File: src/rtl/atm_pkg.sv
// ---------------------------------------------------------------------------
// atm_pkg
// Shared types and widths for the ATM transaction controller.
//   STATE_W : width of the controller state encoding
//   NOTE_W  : width of the selected / remaining note counter
//   state_e : controller states, encoded 0..6 in the order below
// ---------------------------------------------------------------------------
package atm_pkg;

    localparam int STATE_W = 3;
    localparam int NOTE_W  = 4;

    typedef enum logic [STATE_W-1:0] {
        IDLE     = 3'd0,
        PIN      = 3'd1,
        AMOUNT   = 3'd2,
        CHECK    = 3'd3,
        DISPENSE = 3'd4,
        DONE     = 3'd5,
        LOCKED   = 3'd6
    } state_e;

endpackage

File: src/rtl/atm_btn_edge.sv
// ---------------------------------------------------------------------------
// atm_btn_edge
// Turns a raw button level into a single-cycle pulse, one cycle after the
// rising edge of the level.
//   clk     : system clock
//   rst     : synchronous active-high reset
//   level_i : raw (already debounced) button level
//   pulse_o : one-cycle pulse per rising edge of level_i
// ---------------------------------------------------------------------------
module atm_btn_edge (
    input  logic clk,
    input  logic rst,
    input  logic level_i,
    output logic pulse_o
);

    logic prev_q;
    logic pulse_q;

    // Remember last cycle's level and register the rising-edge detect so the
    // controller always sees a clean, glitch-free pulse from a flop.
    always_ff @(posedge clk) begin
        if (rst) begin
            prev_q  <= 1'b0;
            pulse_q <= 1'b0;
        end else begin
            prev_q  <= level_i;
            pulse_q <= level_i & ~prev_q;
        end
    end

    assign pulse_o = pulse_q;

endmodule

File: src/rtl/atm_txn_ctrl.sv
// ---------------------------------------------------------------------------
// atm_txn_ctrl
// Transaction sequencer for the ATM: PIN check, note-count selection from the
// front-panel buttons, balance check, then one note per dispenser handshake.
// Owns the account balance.
//   clk, rst    : system clock, synchronous active-high reset
//   card_in     : level, card present
//   pin_code    : PIN value, sampled while pin_valid is high
//   pin_valid   : one-cycle strobe qualifying pin_code
//   btn_up/down : raw levels, +1 / -1 note
//   btn_ok      : raw level, confirm selection
//   btn_cancel  : raw level, abort transaction
//   disp_ready  : dispenser accepts a note this cycle
//   disp_pulse  : one note issued this cycle
//   notes_o     : selected / remaining note count
//   balance_o   : current balance
//   state_o     : controller state encoding (debug / display)
//   pin_err_o   : one-cycle pulse on a wrong PIN
//   insuf_o     : one-cycle pulse when the balance cannot cover the request
//   locked_o    : level, card lock-out active
//   done_o      : one-cycle pulse on the first cycle of a completed withdrawal
// ---------------------------------------------------------------------------
module atm_txn_ctrl
    import atm_pkg::*;
#(
    parameter int unsigned BAL_W        = 16,
    parameter int unsigned NOTE_VAL     = 100,
    parameter int unsigned MAX_NOTES    = 10,
    parameter int unsigned INIT_BALANCE = 1000,
    parameter logic [15:0] PIN_CODE     = 16'h1234,
    parameter int unsigned MAX_TRIES    = 3
) (
    input  logic               clk,
    input  logic               rst,
    input  logic               card_in,
    input  logic [15:0]        pin_code,
    input  logic               pin_valid,
    input  logic               btn_up,
    input  logic               btn_down,
    input  logic               btn_ok,
    input  logic               btn_cancel,
    input  logic               disp_ready,
    output logic               disp_pulse,
    output logic [NOTE_W-1:0]  notes_o,
    output logic [BAL_W-1:0]   balance_o,
    output logic [STATE_W-1:0] state_o,
    output logic               pin_err_o,
    output logic               insuf_o,
    output logic               locked_o,
    output logic               done_o
);

    localparam int unsigned TRY_W  = $clog2(MAX_TRIES + 1);
    localparam int unsigned PROD_W = BAL_W + NOTE_W;

    localparam logic [BAL_W-1:0]  NOTE_VAL_B  = BAL_W'(NOTE_VAL);
    localparam logic [PROD_W-1:0] NOTE_VAL_P  = PROD_W'(NOTE_VAL);
    localparam logic [BAL_W-1:0]  INIT_BAL_B  = BAL_W'(INIT_BALANCE);
    localparam logic [NOTE_W-1:0] MAX_NOTES_N = NOTE_W'(MAX_NOTES);
    localparam logic [TRY_W-1:0]  MAX_TRIES_T = TRY_W'(MAX_TRIES);

    logic upPulse;
    logic downPulse;
    logic okPulse;
    logic cancelPulse;

    state_e             state_q,   state_d;
    logic [NOTE_W-1:0]  notes_q,   notes_d;
    logic [BAL_W-1:0]   balance_q, balance_d;
    logic [TRY_W-1:0]   tries_q,   tries_d;
    logic               done_q,    done_d;

    logic               pinErr;
    logic               insuf;
    logic               dispPulse;
    logic               abortReq;
    logic [TRY_W-1:0]   triesInc;
    logic [PROD_W-1:0]  requestAmt;

    atm_btn_edge u_edge_up     (.clk(clk), .rst(rst), .level_i(btn_up),     .pulse_o(upPulse));
    atm_btn_edge u_edge_down   (.clk(clk), .rst(rst), .level_i(btn_down),   .pulse_o(downPulse));
    atm_btn_edge u_edge_ok     (.clk(clk), .rst(rst), .level_i(btn_ok),     .pulse_o(okPulse));
    atm_btn_edge u_edge_cancel (.clk(clk), .rst(rst), .level_i(btn_cancel), .pulse_o(cancelPulse));

    // Cancel or card removal aborts any transaction not yet committed to
    // dispensing; the request is widened so notes*NOTE_VAL cannot wrap.
    assign abortReq   = cancelPulse | ~card_in;
    assign triesInc   = tries_q + TRY_W'(1);
    assign requestAmt = PROD_W'(notes_q) * NOTE_VAL_P;

    // State and datapath registers; reset restores the opening balance too,
    // so a reset mid-transaction discards any partial withdrawal.
    always_ff @(posedge clk) begin
        if (rst) begin
            state_q   <= IDLE;
            notes_q   <= '0;
            balance_q <= INIT_BAL_B;
            tries_q   <= '0;
            done_q    <= 1'b0;
        end else begin
            state_q   <= state_d;
            notes_q   <= notes_d;
            balance_q <= balance_d;
            tries_q   <= tries_d;
            done_q    <= done_d;
        end
    end

    // Next-state, datapath update and the event pulses. Abort has priority
    // in PIN/AMOUNT/CHECK; in AMOUNT an accepted ok wins over up/down, and a
    // simultaneous up+down cancels out. DISPENSE deliberately ignores abort.
    always_comb begin
        state_d   = state_q;
        notes_d   = notes_q;
        balance_d = balance_q;
        tries_d   = tries_q;
        done_d    = 1'b0;
        pinErr    = 1'b0;
        insuf     = 1'b0;
        dispPulse = 1'b0;

        case (state_q)
            IDLE: begin
                if (card_in) begin
                    state_d = PIN;
                end
            end

            PIN: begin
                if (abortReq) begin
                    state_d = IDLE;
                    notes_d = '0;
                end else if (pin_valid) begin
                    if (pin_code == PIN_CODE) begin
                        state_d = AMOUNT;
                        tries_d = '0;
                    end else begin
                        pinErr  = 1'b1;
                        tries_d = triesInc;
                        if (triesInc >= MAX_TRIES_T) begin
                            state_d = LOCKED;
                        end
                    end
                end
            end

            AMOUNT: begin
                if (abortReq) begin
                    state_d = IDLE;
                    notes_d = '0;
                end else if (okPulse && (notes_q != '0)) begin
                    state_d = CHECK;
                end else if (upPulse && !downPulse) begin
                    if (notes_q < MAX_NOTES_N) begin
                        notes_d = notes_q + NOTE_W'(1);
                    end
                end else if (downPulse && !upPulse) begin
                    if (notes_q != '0) begin
                        notes_d = notes_q - NOTE_W'(1);
                    end
                end
            end

            CHECK: begin
                if (abortReq) begin
                    state_d = IDLE;
                    notes_d = '0;
                end else if (requestAmt <= PROD_W'(balance_q)) begin
                    state_d = DISPENSE;
                end else begin
                    insuf   = 1'b1;
                    notes_d = '0;
                    state_d = AMOUNT;
                end
            end

            DISPENSE: begin
                if (disp_ready) begin
                    dispPulse = 1'b1;
                    balance_d = balance_q - NOTE_VAL_B;
                    notes_d   = notes_q - NOTE_W'(1);
                    if (notes_q == NOTE_W'(1)) begin
                        state_d = DONE;
                        done_d  = 1'b1;
                    end
                end
            end

            DONE: begin
                if (!card_in) begin
                    state_d = IDLE;
                end
            end

            LOCKED: begin
                state_d = LOCKED;
            end

            default: begin
                state_d = IDLE;
                notes_d = '0;
            end
        endcase
    end

    assign disp_pulse = dispPulse;
    assign notes_o    = notes_q;
    assign balance_o  = balance_q;
    assign state_o    = state_q;
    assign pin_err_o  = pinErr;
    assign insuf_o    = insuf;
    assign locked_o   = (state_q == LOCKED);
    assign done_o     = done_q;

endmodule

File: config.mk
export PLATFORM = sky130hd
export DESIGN_NAME = atm_txn_ctrl
export DESIGN_NICKNAME = d
export VERILOG_FILES = /design/src/rtl/atm_pkg.sv /design/src/rtl/atm_btn_edge.sv /design/src/rtl/atm_txn_ctrl.sv
export SDC_FILE = /design/constraint.sdc
export NUM_CORES = 1
export LEC_CHECK = 0
export CORE_MARGIN = 5
export CORE_UTILIZATION = 50
export CTS_CLUSTER_SIZE = 20
export DETAILED_ROUTE_END_ITERATION = 10
export GPL_ROUTABILITY_DRIVEN = 0
export PLACE_DENSITY = 0.86
export SYNTH_ARGS = -nofsm -noshare
export SYNTH_HDL_FRONTEND = slang
export SYNTH_SLANG_ARGS = --single-unit
export TNS_END_PERCENT = 5
File: constraint.sdc
create_clock -name clk -period 4.1 [get_ports clk]
set_input_delay 1.025 -clock clk [delete_from_list [all_inputs] [get_ports clk]]
set_output_delay 1.025 -clock clk [all_outputs]
set_load 0.01 [all_outputs]
# Yosys cells after proc, flatten, opt, wreduce, memory -nomap -nowiden
# Index checks and enable logic that the tools add are counted.
# word_totals
reg_bits	34
out_inout_bits	28
mem_bits_rw	0
latch_bits	0
romBits	0
memories	0
word_cells	104
inputBits	25
# op_classes
div	0
n_lt_le_gt_ge	3
shift	0
eq_ne	21
multipliers	1
bitwise	14
addsub	4
reduce_logical	13
muxes	35
# op_table
operator	count
2-to-1 mux 4 bit	10
2-to-1 mux 3 bit	12
case mux 3 bit (7 select lines)	1
case mux 4 bit (5 select lines)	1
equality test 16 x 13 -> 1 bit (second input constant)	1
<= comparator 11 x 16 -> 1 bit	1
inequality test 4 bit (second input constant)	4
subtractor 16 x 7 -> 16 bit (second input constant)	1
inequality test 3 bit (second input constant)	4
2-to-1 mux 1 bit	10
inequality test 2 bit (second input constant)	5
equality test 3 bit (second input constant)	3
multiplier 4 x 5 -> 9 bit (second input constant)	1
inverter 1 bit	9
AND reduction 8 bit	1
AND reduction 7 bit	1
equality test 3 x 2 -> 1 bit (second input constant)	2
OR reduction 3 bit	2
adder 4 x 1 -> 4 bit (second input constant)	1
bitwise AND 1 bit	4
equality test 4 x 1 -> 1 bit (second input constant)	1
< comparator 4 bit (second input constant)	1
nonzero test 4 bit	1
subtractor 4 x 1 -> 4 bit (second input constant)	1
10 further kinds	13

# Logic depth before layout (Yosys ltp)
# logic_depth
ltp_word	7
depth_mapped	15
ltp_nobuf	15

# Hierarchy
# A second synthesis with hierarchy kept.
# hier_totals
cells_unflattened	248
hier_area_um2	2192.1
# by_module_without_submodules
mod	n_inst	seq_area_each_um2	cells_per_inst	area_each_um2
atm_txn_ctrl	1	480.5	232	1956.9
atm_btn_edge	4	40.0	4	58.8

# Least setup slack after synthesis
# Ideal clock, no wire load.
# synth_timing
path_kind	reg-to-output
startpoint	reg notes_q[0], in the netlist notes_o[0]
endpoint	out insuf_o
required_time_ps	3075
setup_slack_ps	154
n_path_buf	0
stages_incl_launch_ff	13
arrival_ps	2921
cell_sequence	dfxtp_1 > inv_1 > ha_1 > ha_1 > inv_1 > fa_1 > inv_1 > a31oi_1 > xnor2_1 > ha_1 > a21oi_1 > a211o_1 > a2111oi_2
# synth_between
elab_chain_len	5
# synth_rtl
item	line	text
from (decl)	atm_txn_ctrl.sv:68	logic [NOTE_W-1:0] notes_q, notes_d;
from (signal assigned)	atm_txn_ctrl.sv:102	notes_q <= notes_d;
multiplier 4 x 5 -> 9 bit	atm_txn_ctrl.sv:89	assign requestAmt = PROD_W'(notes_q) * NOTE_VAL_P;
<= comparator 11 x 16 -> 1 bit	atm_txn_ctrl.sv:168	end else if (requestAmt <= PROD_W'(balance_q)) begin
2-to-1 mux 1 bit	atm_txn_ctrl.sv:168	
2-to-1 mux 1 bit	atm_txn_ctrl.sv:165	if (abortReq) begin
2-to-1 mux 1 bit	atm_txn_ctrl.sv:122	case (state_q)
to (decl)	atm_txn_ctrl.sv:48	output logic insuf_o,
# Every way passes these cells.

# Worst setup path in the final report
# layout_timing
startpoint	reg notes_q[1], in the netlist notes_o[1]
endpoint	out insuf_o
# Same word-level chain as after synthesis.

==> impl_metrics.env <==
export IMPL_areaGrowthSynthToFinish_pct=47.8
export IMPL_worst_clk_skew_ns=0.0101
export IMPL_path_delay_family="adder cells"
export IMPL_final_hold_slack_ns=0.387
export IMPL_synthTopCellsByArea="sky130_fd_sc_hd__dfxtp_1 (29%), sky130_fd_sc_hd__ha_1 (15%), sky130_fd_sc_hd__xnor2_1 (5.2%)"
export IMPL_holdCritPathClass="flop to flop"
export IMPL_dp_hpwl_um=4500
export IMPL_post_route_fraction_of_the_period_consumed_by_the_critical_path=1.03
export IMPL_setup_worst_path_end_class="output port"
export IMPL_synth_area_um2=2190
export IMPL_multiInputGateArea_um2=1560
export IMPL_synth_largest_type_area_fraction=0.293
export IMPL_design_core_area_um2=4290
export IMPL_drt_first_iter_violations=197
export IMPL_synth_top_cell_by_area="sky130_fd_sc_hd__dfxtp_1"
export IMPL_failed_checks="negative setup slack"
export IMPL_crit_path_max_fanout=3
export IMPL_drv_max_cap_violation_count=0
export IMPL_synth_edf_count=0
export IMPL_post_dp_cell_area_um2=2890
export IMPL_tritoncts_num_buffers=5
export IMPL_postSynthCellCount=256
export IMPL_clkSinkCount=32
export IMPL_yosys_warnings=0
export IMPL_powerDensity_nw_per_um2=362
export IMPL_insertedDiodeCount=0
export IMPL_layout_filler_cells=289
export IMPL_drt_antenna_violating_nets=0
export IMPL_wl_met3_um=378
export IMPL_slew_violations=0
export IMPL_grt_overflow=0
export IMPL_clockBufferDepth=2
export IMPL_critical_path_cell_sequence="inv_4 > ha_4 > ha_4 > inv_2 > fa_2 > inv_1 > ha_1 > nand4_1 > a21oi_2 > o21ai_2 > a2111oi_4 > buf_2"
export IMPL_power_ir_vdd_worst_uv=255
export IMPL_final_hold_viol_count=0
export IMPL_design_die_area_um2=5800
export IMPL_wl_per_cell_um=17.9
export IMPL_routed_vias_inst=5.77
export IMPL_period_needed_ns=4.21
export IMPL_route_met2_wl_um=3570
export IMPL_cts_tree="done"
export IMPL_post_route_util=0.753
export IMPL_dr_vias=2267
export IMPL_synth_async_reset_ratio=0
export IMPL_first_global_vias=2240
export IMPL_die_height_um=76.2
export IMPL_worst_ep_required_time_ns=3.07
export IMPL_first_pass_grt_wire_length_um=10700
export IMPL_ff_latch_area_um2=648
export IMPL_dp_worst_setup_slack_ns=-0.332
export IMPL_run_status="finished with violations"
export IMPL_mean_instance_size_in_the_synthesized_netlist_um2=8.55
export IMPL_nets_final=393
export IMPL_worst_setup_hold_path_clk_slew_ns=0.08
export IMPL_antenna_found_initial=0
export IMPL_cpPeakStageDelay_ns=0.53
export IMPL_portBuffers=50
export IMPL_dominantRegCellSynth="sky130_fd_sc_hd__dfxtp_1"
export IMPL_ioPinCount=53
export IMPL_cpMostUsedCell="sky130_fd_sc_hd__ha_4"
export IMPL_setup_slack_ns=-0.113
export IMPL_groute_usage_overall=0.227
export IMPL_design_area_um2=3230
export IMPL_max_freq_ghz=0.237
export IMPL_detail_route_drc_violations=0
export IMPL_timing_critical_path_buf_inv=4
export IMPL_path_type_of_the_worst_setup_path="flop to output port"
export IMPL_dieWidth_um=76.2
export IMPL_rsz_0062_raised_after_global_routing="yes"
export IMPL_crit_slowest_cell="sky130_fd_sc_hd__fa_2"
export IMPL_worst_ep_arrival_time_ns=3.19
export IMPL_setup_viol=1
export IMPL_std_cell_rows=24
export IMPL_routed_wirelength_um=7020
export IMPL_slew_limit_headroom=0.543
export IMPL_htree_levels=2
export IMPL_yosys_cell_types_count=62
export IMPL_p_leak_nw=1.36
export IMPL_p_total_w=0.00117
export IMPL_clock_latency_ns=0.30
export IMPL_tightest_slew_ns=0.684
export IMPL_highest_routed_metal_layer="met4"
export IMPL_drive_above_1_share=0.232
export IMPL_clock_root_buffer="sky130_fd_sc_hd__clkbuf_8"
export IMPL_start_util=0.510
export IMPL_ys_ff_latch=32
export IMPL_seq_area_frac_synth=0.293
export IMPL_worstSetupStartpointType="flop"
export IMPL_met1_layer_wirelength_in_the_final_routing_um=2730
export IMPL_drt_first_pass_iters=4
export IMPL_grt_max_degree=19
[power breakdown]
| part | leakage [nW] | switching [W] | internal (W) |
|---|---|---|---|
| clock network | 0.0434 | 0.000137 | 0.000136 |
| logic | 1.05 | 0.000254 | 0.000272 |
| registers | 0.263 | 0.0000365 | 0.000336 |
| total | 1.36 | 0.000428 | 0.000744 |
[worst paths after layout]
| check | startpoint | to | slack, ns | cells after the start |
|---|---|---|---|---|
| min | u_edge_down.prev_q$_SDFF_PP0_ | u_edge_down.pulse_o$_SDFF_PP0_ | 0.39 | 1 |
| max reg2reg | notes_o[1]$_SDFFE_PP0P_ | notes_o[1]$_SDFFE_PP0P_ | 0.57 | 17 |
| max | notes_o[1]$_SDFFE_PP0P_ | insuf_o | -0.11 | 12 |
| min reg2reg | u_edge_down.prev_q$_SDFF_PP0_ | u_edge_down.pulse_o$_SDFF_PP0_ | 0.39 | 1 |
[flip-flops by register name, indices dropped and copies added (netlist names)]
name                   cells
u_edge_up.prev_q           1
notes_o                    4
balance_o                 14
u_edge_cancel.pulse_o      1
u_edge_down.prev_q         1
tries_q                    2
u_edge_down.pulse_o        1
u_edge_up.pulse_o          1
done_o                     1
u_edge_ok.pulse_o          1
u_edge_cancel.prev_q       1
u_edge_ok.prev_q           1
state_o                    3
[Yosys cell counts (3+ instances only)]
cell type and number:
sky130_fd_sc_hd__clkbuf_1 4, sky130_fd_sc_hd__ha_1 27, sky130_fd_sc_hd__or3_1 4, sky130_fd_sc_hd__nor3b_1 3, sky130_fd_sc_hd__nor3_1 9, sky130_fd_sc_hd__nand2b_1 6, sky130_fd_sc_hd__nor4_1 3, sky130_fd_sc_hd__dfxtp_1 32
sky130_fd_sc_hd__nand2_1 16, sky130_fd_sc_hd__o21ai_0 10, sky130_fd_sc_hd__a21oi_1 16, sky130_fd_sc_hd__nor2_1 16, sky130_fd_sc_hd__or4_1 4, sky130_fd_sc_hd__inv_1 23, sky130_fd_sc_hd__xnor2_1 13, sky130_fd_sc_hd__nor2b_1 8
sky130_fd_sc_hd__or3b_2 3, sky130_fd_sc_hd__nand3_1 4
[final cells by class]
cell class	instances	share of cell area
Clock buffer	6	0.0255
Tap cell	52	0.0201
Inverter	23	0.0275
Timing Repair Buffer	86	0.241
Clock inverter	2	0.00464
Sequential cell	32	0.200
Multi-Input combinational cell	192	0.481
[through the flow]
| stage | setup TNS [ns] | cells |
|---|---|---|
| 5_1_grt | -0.258 | 393 |
| 3_3_place_gp | -0.202 | 374 |
| 6_report | -0.113 | 393 |
| 3_5_place_dp | -0.332 | 374 |
| 2_1_floorplan | 0 | 257 |
| 4_1_cts | -0.0871 | 388 |
[layout by cell type (no fill, tap or decap), types with 9 or more instances in the layout]
master                            instances
sky130_fd_sc_hd__a21oi_1                 14
sky130_fd_sc_hd__buf_4                   33
sky130_fd_sc_hd__clkdlybuf4s50_1         48
sky130_fd_sc_hd__dfxtp_1                 28
sky130_fd_sc_hd__ha_1                    20
sky130_fd_sc_hd__inv_1                   18
sky130_fd_sc_hd__nand2_1                 16
sky130_fd_sc_hd__nor2_1                  16
sky130_fd_sc_hd__o21ai_0                  9
sky130_fd_sc_hd__xnor2_1                 11
[layer usage]
metal  GRT usage  up-vias
li1            -     1071
met1       0.247     1075
met2       0.394       90
met3      0.0449       31
met4       0.152        0
met5           0        -
[timing repair]
item / 4_1_cts / 5_1_grt
hold buffers: 0 / 0
buffers inserted: 6 / 6
resized for setup: 25 / 16
setup endpoints to repair: 1 / 2
pin swaps: 9 / 14
[kinds of logic (layout without fill, tap and decap cells)]
| family | after synthesis | in the layout | share of synthesized area |
|---|---|---|---|
| AO/OA/AOI/OAI | 54 | 54 | 0.168 |
| multiplexers | 1 | 1 | 0.00457 |
| adder cells (fa/ha/maj) | 28 | 28 | 0.164 |
| XOR/XNOR | 15 | 15 | 0.0600 |
| AND/OR/NAND/NOR | 92 | 92 | 0.243 |
| other | 1 | 2 | 0.00171 |
| flip-flops | 32 | 32 | 0.293 |
| buffers and inverters | 33 | 117 | 0.0669 |
No activity file was read; power rests on OpenSTA's default activity.
